===== src/rtl/vga_plot_arbiter_pkg.sv =====
`default_nettype none
// ============================================================================
// Module      : vga_pkg
// Description : Shared screen geometry, pixel record and arbiter state
//               encoding for the VGA pixel-write path.
// Revision    : 1.0 - initial release
// ============================================================================
package vga_pkg;

    localparam int SCREEN_W = 160;
    localparam int SCREEN_H = 120;
    localparam int X_W      = 8;
    localparam int Y_W      = 7;
    localparam int C_W      = 3;

    typedef struct packed {
        logic [X_W-1:0] x;
        logic [Y_W-1:0] y;
        logic [C_W-1:0] colour;
    } pixel_t;

    typedef enum logic [0:0] {
        IDLE = 1'b0,
        OWN  = 1'b1
    } arb_state_t;

endpackage
`default_nettype wire


===== src/rtl/vga_plot_arbiter_rr_pick.sv =====
`default_nettype none
// ============================================================================
// Module      : rr_pick
// Description : Combinational round-robin picker. Returns the one-hot index
//               of the first set request bit, scanning upward from
//               i_last+1 and wrapping at N-1 back to 0.
// Ports       : i_req    - request vector
//               i_last   - index of the most recent owner
//               o_winner - one-hot winner, all zero when no request
// Revision    : 1.0 - initial release
// ============================================================================
module rr_pick #(
    parameter int N  = 2,
    parameter int LW = (N > 1) ? $clog2(N) : 1
) (
    input  logic [N-1:0]  i_req,
    input  logic [LW-1:0] i_last,
    output logic [N-1:0]  o_winner
);
    import vga_pkg::*;

    // Scan from the farthest offset down to the nearest so the nearest
    // requester after i_last overwrites any earlier candidate.
    always_comb begin
        o_winner = '0;
        for (int k = N; k >= 1; k--) begin
            for (int i = 0; i < N; i++) begin
                if ((i == ((int'(i_last) + k) % N)) && i_req[i]) begin
                    o_winner    = '0;
                    o_winner[i] = 1'b1;
                end
            end
        end
    end

endmodule
`default_nettype wire


===== src/rtl/vga_plot_arbiter.sv =====
`default_nettype none
// ============================================================================
// Module      : vga_plot_arbiter
// Description : Shares the VGA adapter pixel-write port between NUM_REQ
//               drawing engines. Per-pixel req/gnt handshake, round-robin
//               ownership with bounded bursts, off-screen clipping and
//               registered adapter outputs (one cycle latency).
// Ports       : clk, rst             - clock, synchronous active-high reset
//               req/req_x/req_y/
//               req_colour           - packed per-requester pixel inputs
//               gnt                  - one-hot pixel accept (combinational)
//               vga_x/vga_y/
//               vga_colour/vga_plot  - registered adapter write port
//               busy                 - high while a requester owns the port
// Revision    : 1.0 - initial release
// ============================================================================
module vga_plot_arbiter
    import vga_pkg::*;
#(
    parameter int NUM_REQ   = 2,
    parameter int MAX_BURST = 160,
    parameter int SCREEN_W  = vga_pkg::SCREEN_W,
    parameter int SCREEN_H  = vga_pkg::SCREEN_H
) (
    input  logic                   clk,
    input  logic                   rst,
    input  logic [NUM_REQ-1:0]     req,
    input  logic [NUM_REQ*X_W-1:0] req_x,
    input  logic [NUM_REQ*Y_W-1:0] req_y,
    input  logic [NUM_REQ*C_W-1:0] req_colour,
    output logic [NUM_REQ-1:0]     gnt,
    output logic [X_W-1:0]         vga_x,
    output logic [Y_W-1:0]         vga_y,
    output logic [C_W-1:0]         vga_colour,
    output logic                   vga_plot,
    output logic                   busy
);

    localparam int OW = (NUM_REQ > 1) ? $clog2(NUM_REQ) : 1;
    localparam int BW = $clog2(MAX_BURST + 1);

    localparam logic [BW-1:0] c_max_burst = BW'(MAX_BURST);
    localparam logic [X_W:0]  c_x_lim     = (X_W+1)'(SCREEN_W);
    localparam logic [Y_W:0]  c_y_lim     = (Y_W+1)'(SCREEN_H);

    arb_state_t          r_state;
    logic [OW-1:0]       r_owner;
    logic [OW-1:0]       r_last;
    logic [BW-1:0]       r_burst_cnt;

    logic [NUM_REQ-1:0]  w_winner;
    logic [OW-1:0]       w_win_idx;
    logic [NUM_REQ-1:0]  w_own_hot;
    logic                w_req_own;
    pixel_t              w_pix;
    logic                w_accept;
    logic                w_others;
    logic                w_on_screen;
    logic [BW-1:0]       w_cnt_next;
    logic                w_cnt_hit;

    rr_pick #(
        .N  (NUM_REQ),
        .LW (OW)
    ) u_rr_pick (
        .i_req    (req),
        .i_last   (r_last),
        .o_winner (w_winner)
    );

    // One-hot winner to index for the owner register.
    always_comb begin
        w_win_idx = '0;
        for (int i = 0; i < NUM_REQ; i++) begin
            if (w_winner[i]) begin
                w_win_idx = OW'(i);
            end
        end
    end

    // Select the current owner's request bit and pixel slice.
    always_comb begin
        w_own_hot = '0;
        w_req_own = 1'b0;
        w_pix     = '0;
        for (int i = 0; i < NUM_REQ; i++) begin
            if (r_owner == OW'(i)) begin
                w_own_hot[i] = 1'b1;
                w_req_own    = req[i];
                w_pix.x      = req_x[X_W*i +: X_W];
                w_pix.y      = req_y[Y_W*i +: Y_W];
                w_pix.colour = req_colour[C_W*i +: C_W];
            end
        end
    end

    assign w_accept    = (r_state == OWN) && w_req_own;
    assign w_others    = |(req & ~w_own_hot);
    assign w_on_screen = ({1'b0, w_pix.x} < c_x_lim) && ({1'b0, w_pix.y} < c_y_lim);
    assign w_cnt_next  = r_burst_cnt + BW'(1);
    assign w_cnt_hit   = (w_cnt_next == c_max_burst);

    assign gnt  = w_accept ? w_own_hot : '0;
    assign busy = (r_state == OWN);

    always_ff @(posedge clk) begin
        if (rst) begin
            r_state     <= IDLE;
            r_owner     <= '0;
            r_last      <= OW'(NUM_REQ - 1);
            r_burst_cnt <= '0;
            vga_x       <= '0;
            vga_y       <= '0;
            vga_colour  <= '0;
            vga_plot    <= 1'b0;
        end else begin
            // Clipped pixels are still consumed; they just never strobe.
            vga_plot <= w_accept && w_on_screen;
            if (w_accept && w_on_screen) begin
                vga_x      <= w_pix.x;
                vga_y      <= w_pix.y;
                vga_colour <= w_pix.colour;
            end

            case (r_state)
                IDLE: begin
                    if (|req) begin
                        r_owner     <= w_win_idx;
                        r_burst_cnt <= '0;
                        r_state     <= OWN;
                    end
                end
                OWN: begin
                    if (!w_req_own) begin
                        r_state <= IDLE;
                        r_last  <= r_owner;
                    end else if (w_cnt_hit) begin
                        // Burst limit: yield only if someone else is waiting,
                        // otherwise restart the count with no bubble.
                        r_burst_cnt <= '0;
                        if (w_others) begin
                            r_state <= IDLE;
                            r_last  <= r_owner;
                        end
                    end else begin
                        r_burst_cnt <= w_cnt_next;
                    end
                end
                default: r_state <= IDLE;
            endcase
        end
    end

endmodule
`default_nettype wire


===== config.mk =====
export PLATFORM = sky130hd
export DESIGN_NAME = vga_plot_arbiter
export DESIGN_NICKNAME = d
export VERILOG_FILES = /design/src/rtl/vga_plot_arbiter_pkg.sv /design/src/rtl/vga_plot_arbiter_rr_pick.sv /design/src/rtl/vga_plot_arbiter.sv
export SDC_FILE = /design/constraint.sdc
export NUM_CORES = 1
export LEC_CHECK = 0
export CORE_MARGIN = 2
export CORE_UTILIZATION = 47
export CTS_CLUSTER_SIZE = 14
export DETAILED_ROUTE_END_ITERATION = 16
export GPL_ROUTABILITY_DRIVEN = 1
export PLACE_DENSITY = 0.91
export SETUP_SLACK_MARGIN = 0.2
export SYNTH_ARGS = -nofsm -noshare
export SYNTH_HDL_FRONTEND = slang
export SYNTH_HIERARCHICAL = 1
export SYNTH_SLANG_ARGS = --single-unit

===== constraint.sdc =====
create_clock -name clk -period 5.3 [get_ports clk]
set_input_delay 1.06 -clock clk [delete_from_list [all_inputs] [get_ports clk]]
set_output_delay 1.06 -clock clk [all_outputs]
set_load 0.1 [all_outputs]

==> results of run 1 <==
## cell usage in the layout, fill, tap and decap left out, drive strengths merged, types with 5 or more instances in the layout
cell type	instances
clkdlybuf4s50	59
dfxtp	30
nor2	26
mux2i	18
mux2	16
a21oi	11
nand2	10
o21ai	9
nand3	7
clkbuf	7
inv	5
## state kept, by name, indices dropped and copies added, names as in the netlist
signal and flops:
vga_plot 1, busy 1, vga_y 7, r_last 1, vga_x 8, r_burst_cnt 8, r_owner 1, vga_colour 3
## worst reg2reg max path: cells and delay by family (launching register included)
| family | cells | cell delay [ps] |
|---|---|---|
| and+or+nand+nor | 3 | 750 |
| AOI/OAI and AO/OA | 2 | 610 |
| buffers and inverters | 2 | 600 |
| DFF | 1 | 320 |
## layer usage
layer	global-route usage [%]	wire, um	vias up
li1	-	-	772
met1	24.2	1680	748
met2	40.4	2160	63
met3	8.04	336	14
met4	12.8	141	0
met5	0	0	-
## report_power, final
part	total, mW	switching [mW]	leakage [nW]	internal [mW]
clock network	0.147	0.0828	0.0353	0.0642
logic	0.158	0.0953	0.649	0.0625
registers	0.240	0.00655	0.244	0.234
## worst max-delay path by stage
stage / from / to / slack (ps) / cells past startpoint
2_1_floorplan: busy / gnt[0] / 790 / 2
3_3_place_gp: req[0] / gnt[0] / 2070 / 4
3_5_place_dp: req_x[14] / vga_y[6] / 1980 / 7
4_1_cts: req[0] / gnt[0] / 2050 / 4
5_1_grt: req[0] / gnt[0] / 1980 / 4
6_report: req[0] / gnt[0] / 2060 / 4
## layout make-up
cell class | count | area (um2) | area share (%)
clock buffer | 7 | 55.1 | 2.37
clock inverter | 1 | 5.00 | 0.215
inverter | 5 | 18.8 | 0.807
multi-input combinational | 136 | 967 | 41.6
sequential | 30 | 601 | 25.8
tap | 46 | 57.6 | 2.48
timing repair buffer | 63 | 621 | 26.7
==> impl_metrics.py, run 1 <==
metrics = {
    "finish": {
        "nNetsFinal": 282,
        "drive_above_1_share_pct": 14.0,
        "fin_area_um2": 2320,
        "antenna_cells": 0,
        "final_cells": 288,
        "fillers": 238,
        "postLayoutCoreUtil_pct": 69.7,
        "area_growth_pct": 41.4,
    },
    "cts": {
        "holdBufCountCts": 0,
        "numCtsBuffers": 5,
        "cts_tree": "done",
        "post-cts-setup-buffers": 0,
        "cts.path.max_buffers": 2,
        "clkSinkCount": 30,
        "clk_latency_ps": 350,
        "root_buffer": "clkbuf_4",
        "htree_levels": 2,
        "path_clk_slew_ps": 100,
        "cts.repair.resized": 0,
    },
    "logic_synthesis": {
        "syn_inst": 180,
        "synth_nets": 221,
        "avgSynthCellArea_um2": 9.13,
        "synth.cell_area_um2": 1640,
        "ys_warn_count": 6,
    },
    "placement": {
        "port-buffer-count": 61,
        "pre_cts_ws_ps": 1980,
        "placed_cell_area_um2": 2260,
        "dpl.cell_count": 280,
        "dp_hpwl_um": 3170,
        "gp_congestion": 0.814,
    },
    "timing": {
        "final.min_clock_period_ps": 3240,
        "drv_slew": 0,
        "setup_viol_count_final": 0,
        "max_freq_ghz": 0.308,
        "worst_pin_slew_ps": 1160,
        "clock_skew_ps": 13.2,
        "final.setup.tns_ps": 0,
        "rsz0062_at_grt": "false",
        "whs_ps": 483,
        "maxSlewHeadroom_pct": 22.4,
        "hold_viol": 0,
        "layout_worst_path_cycle_share_pct": 61.2,
        "timing.final.ws_setup_ps": 2060,
    },
    "route": {
        "drc": 0,
        "firstDrtPassIters": 5,
        "drtIter0Drc": 30,
        "vias_per_cell": 5.55,
        "wl_um": 4320,
        "vias": 1597,
        "antenna_left": 0,
        "wl_per_cell_um": 15.0,
    },
    "worst_setup_path": {
        "cp-end-kind": "output pin",
        "rrSetupSlack_ps": 2880,
        "cp_top_family": "buffers and inverters",
        "cp_slowest_stage_delay_ps": 580,
        "r2r-start": "r_owner",
        "required_ps": 4240,
        "worst_path_max_delay_cell": "clkdlybuf4s50_1",
        "crit_buf_inv": 3,
        "cp-start-kind": "input pin",
        "ff2ff_path_depth": 7,
        "cp.arrival_ps": 2180,
        "crit_path_cell_trace": "clkdlybuf4s50_1 -> inv_1 -> nor3_1 -> buf_4",
        "cp_max_fo": 7,
        "path_class": "in -> out",
        "r2r_end": "vga_y[6]",
    },
    "worst_hold_path": {
        "hp-start": "r_burst_cnt[7]",
        "worstHoldPathType": "reg -> reg",
        "hold_depth": 2,
        "holdPathEnd": "r_burst_cnt[7]",
    },
    "pwr": {
        "power_leakage_nw": 0.928,
        "power_density_nw_per_um2": 234,
        "ir_drop_mv": 0.160,
        "p_total_mw": 0.545,
    },
    "floorplan": {
        "start_util_pct": 49.3,
        "dieWidth_um": 63.1,
        "core_area_um2": 3340,
        "ios": 62,
        "die-area_um2": 3990,
        "rows": 21,
        "die_h_um": 63.1,
    },
    "global_route": {
        "grt_pass1_vias": 1598,
        "grt-ovfl-total": 0,
        "grt_pass1_wl_um": 7170,
        "antenna_found_initial": 0,
        "grt_use_total_pct": 23.2,
        "grt_max_degree": 33,
    },
    "status": {
        "outcome": "finished clean",
    },
    "flow_run": {
        "cap_violations": 0,
    },
}
(Power assumes the default switching activity.)
==> run 2, diff against run 1 <==
Settings changed: CORE_UTILIZATION 47 to 40, PLACE_DENSITY 0.91 to 0.83.
Clock period 5.3 ns to 2.69 ns, I/O delays scaled along.
==> impl_metrics.py, run 2 (synthesized netlist as in run 1, its figures left out) <==
metrics = {
    "status": {
        "outcome": "finished clean",
    },
    "worst_setup_path": {
        "rrSetupSlack_ps": 480,
        "cp_max_fo": 11,
        "worstSetupEndpoint": "gnt[1]",
        "cp-end-kind": "output pin",
        "r2r_end": "busy",
        "path_class": "reg -> out",
        "required_ps": 2150,
        "r2r-start": "r_burst_cnt[0]",
        "cp-startpoint": "r_owner",
        "cp.arrival_ps": 1710,
        "ff2ff_path_depth": 6,
        "cp-start-kind": "flip-flop",
    },
    "floorplan": {
        "dieWidth_um": 68.1,
        "start_util_pct": 41.4,
        "ios": 62,
        "core_area_um2": 3970,
        "die-area_um2": 4640,
        "rows": 23,
        "die_h_um": 68.1,
    },
    "global_route": {
        "grt_max_degree": 32,
        "grt_pass1_vias": 1496,
        "antenna_found_initial": 0,
        "grt-ovfl-total": 0,
        "grt_use_total_pct": 19.4,
        "grt_pass1_wl_um": 6700,
    },
    "route": {
        "antenna_left": 0,
        "highest_layer": "met4",
        "firstDrtPassIters": 4,
        "vias": 1578,
        "met1_length_um": 1670,
        "drtIter0Drc": 78,
        "wl_um": 4040,
        "drc": 0,
        "vias_per_cell": 5.35,
        "dr_wl_met2_um": 1950,
        "wl_per_cell_um": 13.7,
        "met3_length_um": 355,
    },
    "pwr": {
        "seqPwrFrac_pct": 40.9,
        "combPwrFrac_pct": 26.7,
        "power_leakage_nw": 1.01,
        "power_density_nw_per_um2": 489,
        "p_switching_mw": 0.374,
        "cellInternalPower_mw": 0.792,
        "pwr-share-clk_pct": 32.4,
        "p_sw_share_pct": 32.1,
        "ir_drop_mv": 0.376,
    },
    "finish": {
        "layout_commonest_cell": "clkdlybuf4s50_1",
        "antenna_cells": 0,
        "largestRegisters": "r_burst_cnt x8, vga_x x8, vga_y x7",
        "fillers": 338,
        "area_growth_pct": 44.9,
        "nNetsFinal": 285,
        "drive_above_1_share_pct": 24.5,
        "postLayoutCoreUtil_pct": 60.0,
        "mostFrequentLayoutCells": "39 x clkdlybuf4s50_1, 29 x dfxtp_1, 26 x nor2_1",
    },
    "timing": {
        "worst_pin_slew_ps": 519,
        "layout_worst_path_cycle_share_pct": 83.6,
        "max_freq_ghz": 0.444,
        "maxSlewHeadroom_pct": 65.0,
        "whs_ps": 469,
        "final.min_clock_period_ps": 2250,
        "rsz0062_at_grt": "false",
        "clock_skew_ps": 4.72,
        "drv_slew": 0,
        "final.setup.tns_ps": 0,
        "hold_viol": 0,
        "setup_viol_count_final": 0,
    },
    "placement": {
        "port-buffer-count": 61,
        "dp_hpwl_um": 2970,
        "gp_congestion": 0.774,
    },
    "cts": {
        "root_buffer": "clkbuf_8",
        "path_clk_slew_ps": 60,
        "cts_tree": "done",
        "post-cts-setup-buffers": 0,
        "clk_latency_ps": 280,
        "clkSinkCount": 30,
        "htree_levels": 2,
        "cts.repair.resized": 0,
        "cts.path.max_buffers": 2,
        "numCtsBuffers": 5,
        "holdBufCountCts": 0,
    },
    "flow_run": {
        "cap_violations": 0,
    },
    "worst_hold_path": {
        "worstHoldPathType": "reg -> reg",
    },
}
==> run 2: changes by cell type in the layout (fill, tap and decap cells not counted) <==
cell	delta
dfxtp_1	-1
clkbuf_8	+5
dfxtp_2	+1
buf_4	+21
nor3_4	+2
nor3_1	-2
clkbuf_4	-5
buf_12	+2
clkdlybuf4s50_1	-20
==> run 2: layout make-up <==
class	instances	area (um2)	area share [%]
tap	50	62.6	2.63
clock buffer	7	86.3	3.62
clock inverter	1	5.00	0.210
multi-input combinational	136	990	41.5
sequential	30	602	25.3
timing repair buffer	66	618	25.9
inverter	5	18.8	0.788
==> run 2: metal layers <==
layer | GRT usage (%) | up-vias
met5 | 0 | -
met2 | 30.2 | 65
met3 | 8.72 | 7
met4 | 8.00 | 0
li1 | - | 778
met1 | 23.2 | 728
==> run 2: critical path, cell delays in order, from the launching register on <==
cell,delay (ps)
dfxtp_1,640
buf_4,280
inv_1,90
nor3_4,210
buf_12,200
==> run 2: stage by stage <==
stage | cells | setup slack (ps) | power, mW | instance area (um2)
after floorplan | 180 | 362 | 0.689 | 1670
after global routing | 295 | 218 | 1.22 | 2380
after detailed placement | 287 | 253 | 0.796 | 2290
final | 295 | 440 | 1.17 | 2380
after global placement | 287 | 292 | 0.792 | 2290
after CTS | 295 | 444 | 1.17 | 2380
==> run 2: worst min path at each step <==
stage / start / to / cells after the start
after floorplan: r_burst_cnt[7] / r_burst_cnt[7] / 2
after global placement: vga_y[3] / vga_y[3] / 2
after detailed placement: vga_y[3] / vga_y[3] / 2
after CTS: vga_y[3] / vga_y[3] / 2
after global routing: r_burst_cnt[7] / r_burst_cnt[7] / 2
final: r_burst_cnt[7] / r_burst_cnt[7] / 2
==> run 2: power groups by stage <==
stage / clock, mW / combinational [mW] / sequential (mW)
after floorplan: 0 / 0.110 / 0.580
final: 0.378 / 0.311 / 0.477
after global placement: 0 / 0.307 / 0.485
after detailed placement: 0 / 0.310 / 0.486
after global routing: 0.409 / 0.328 / 0.479
after CTS: 0.386 / 0.312 / 0.476
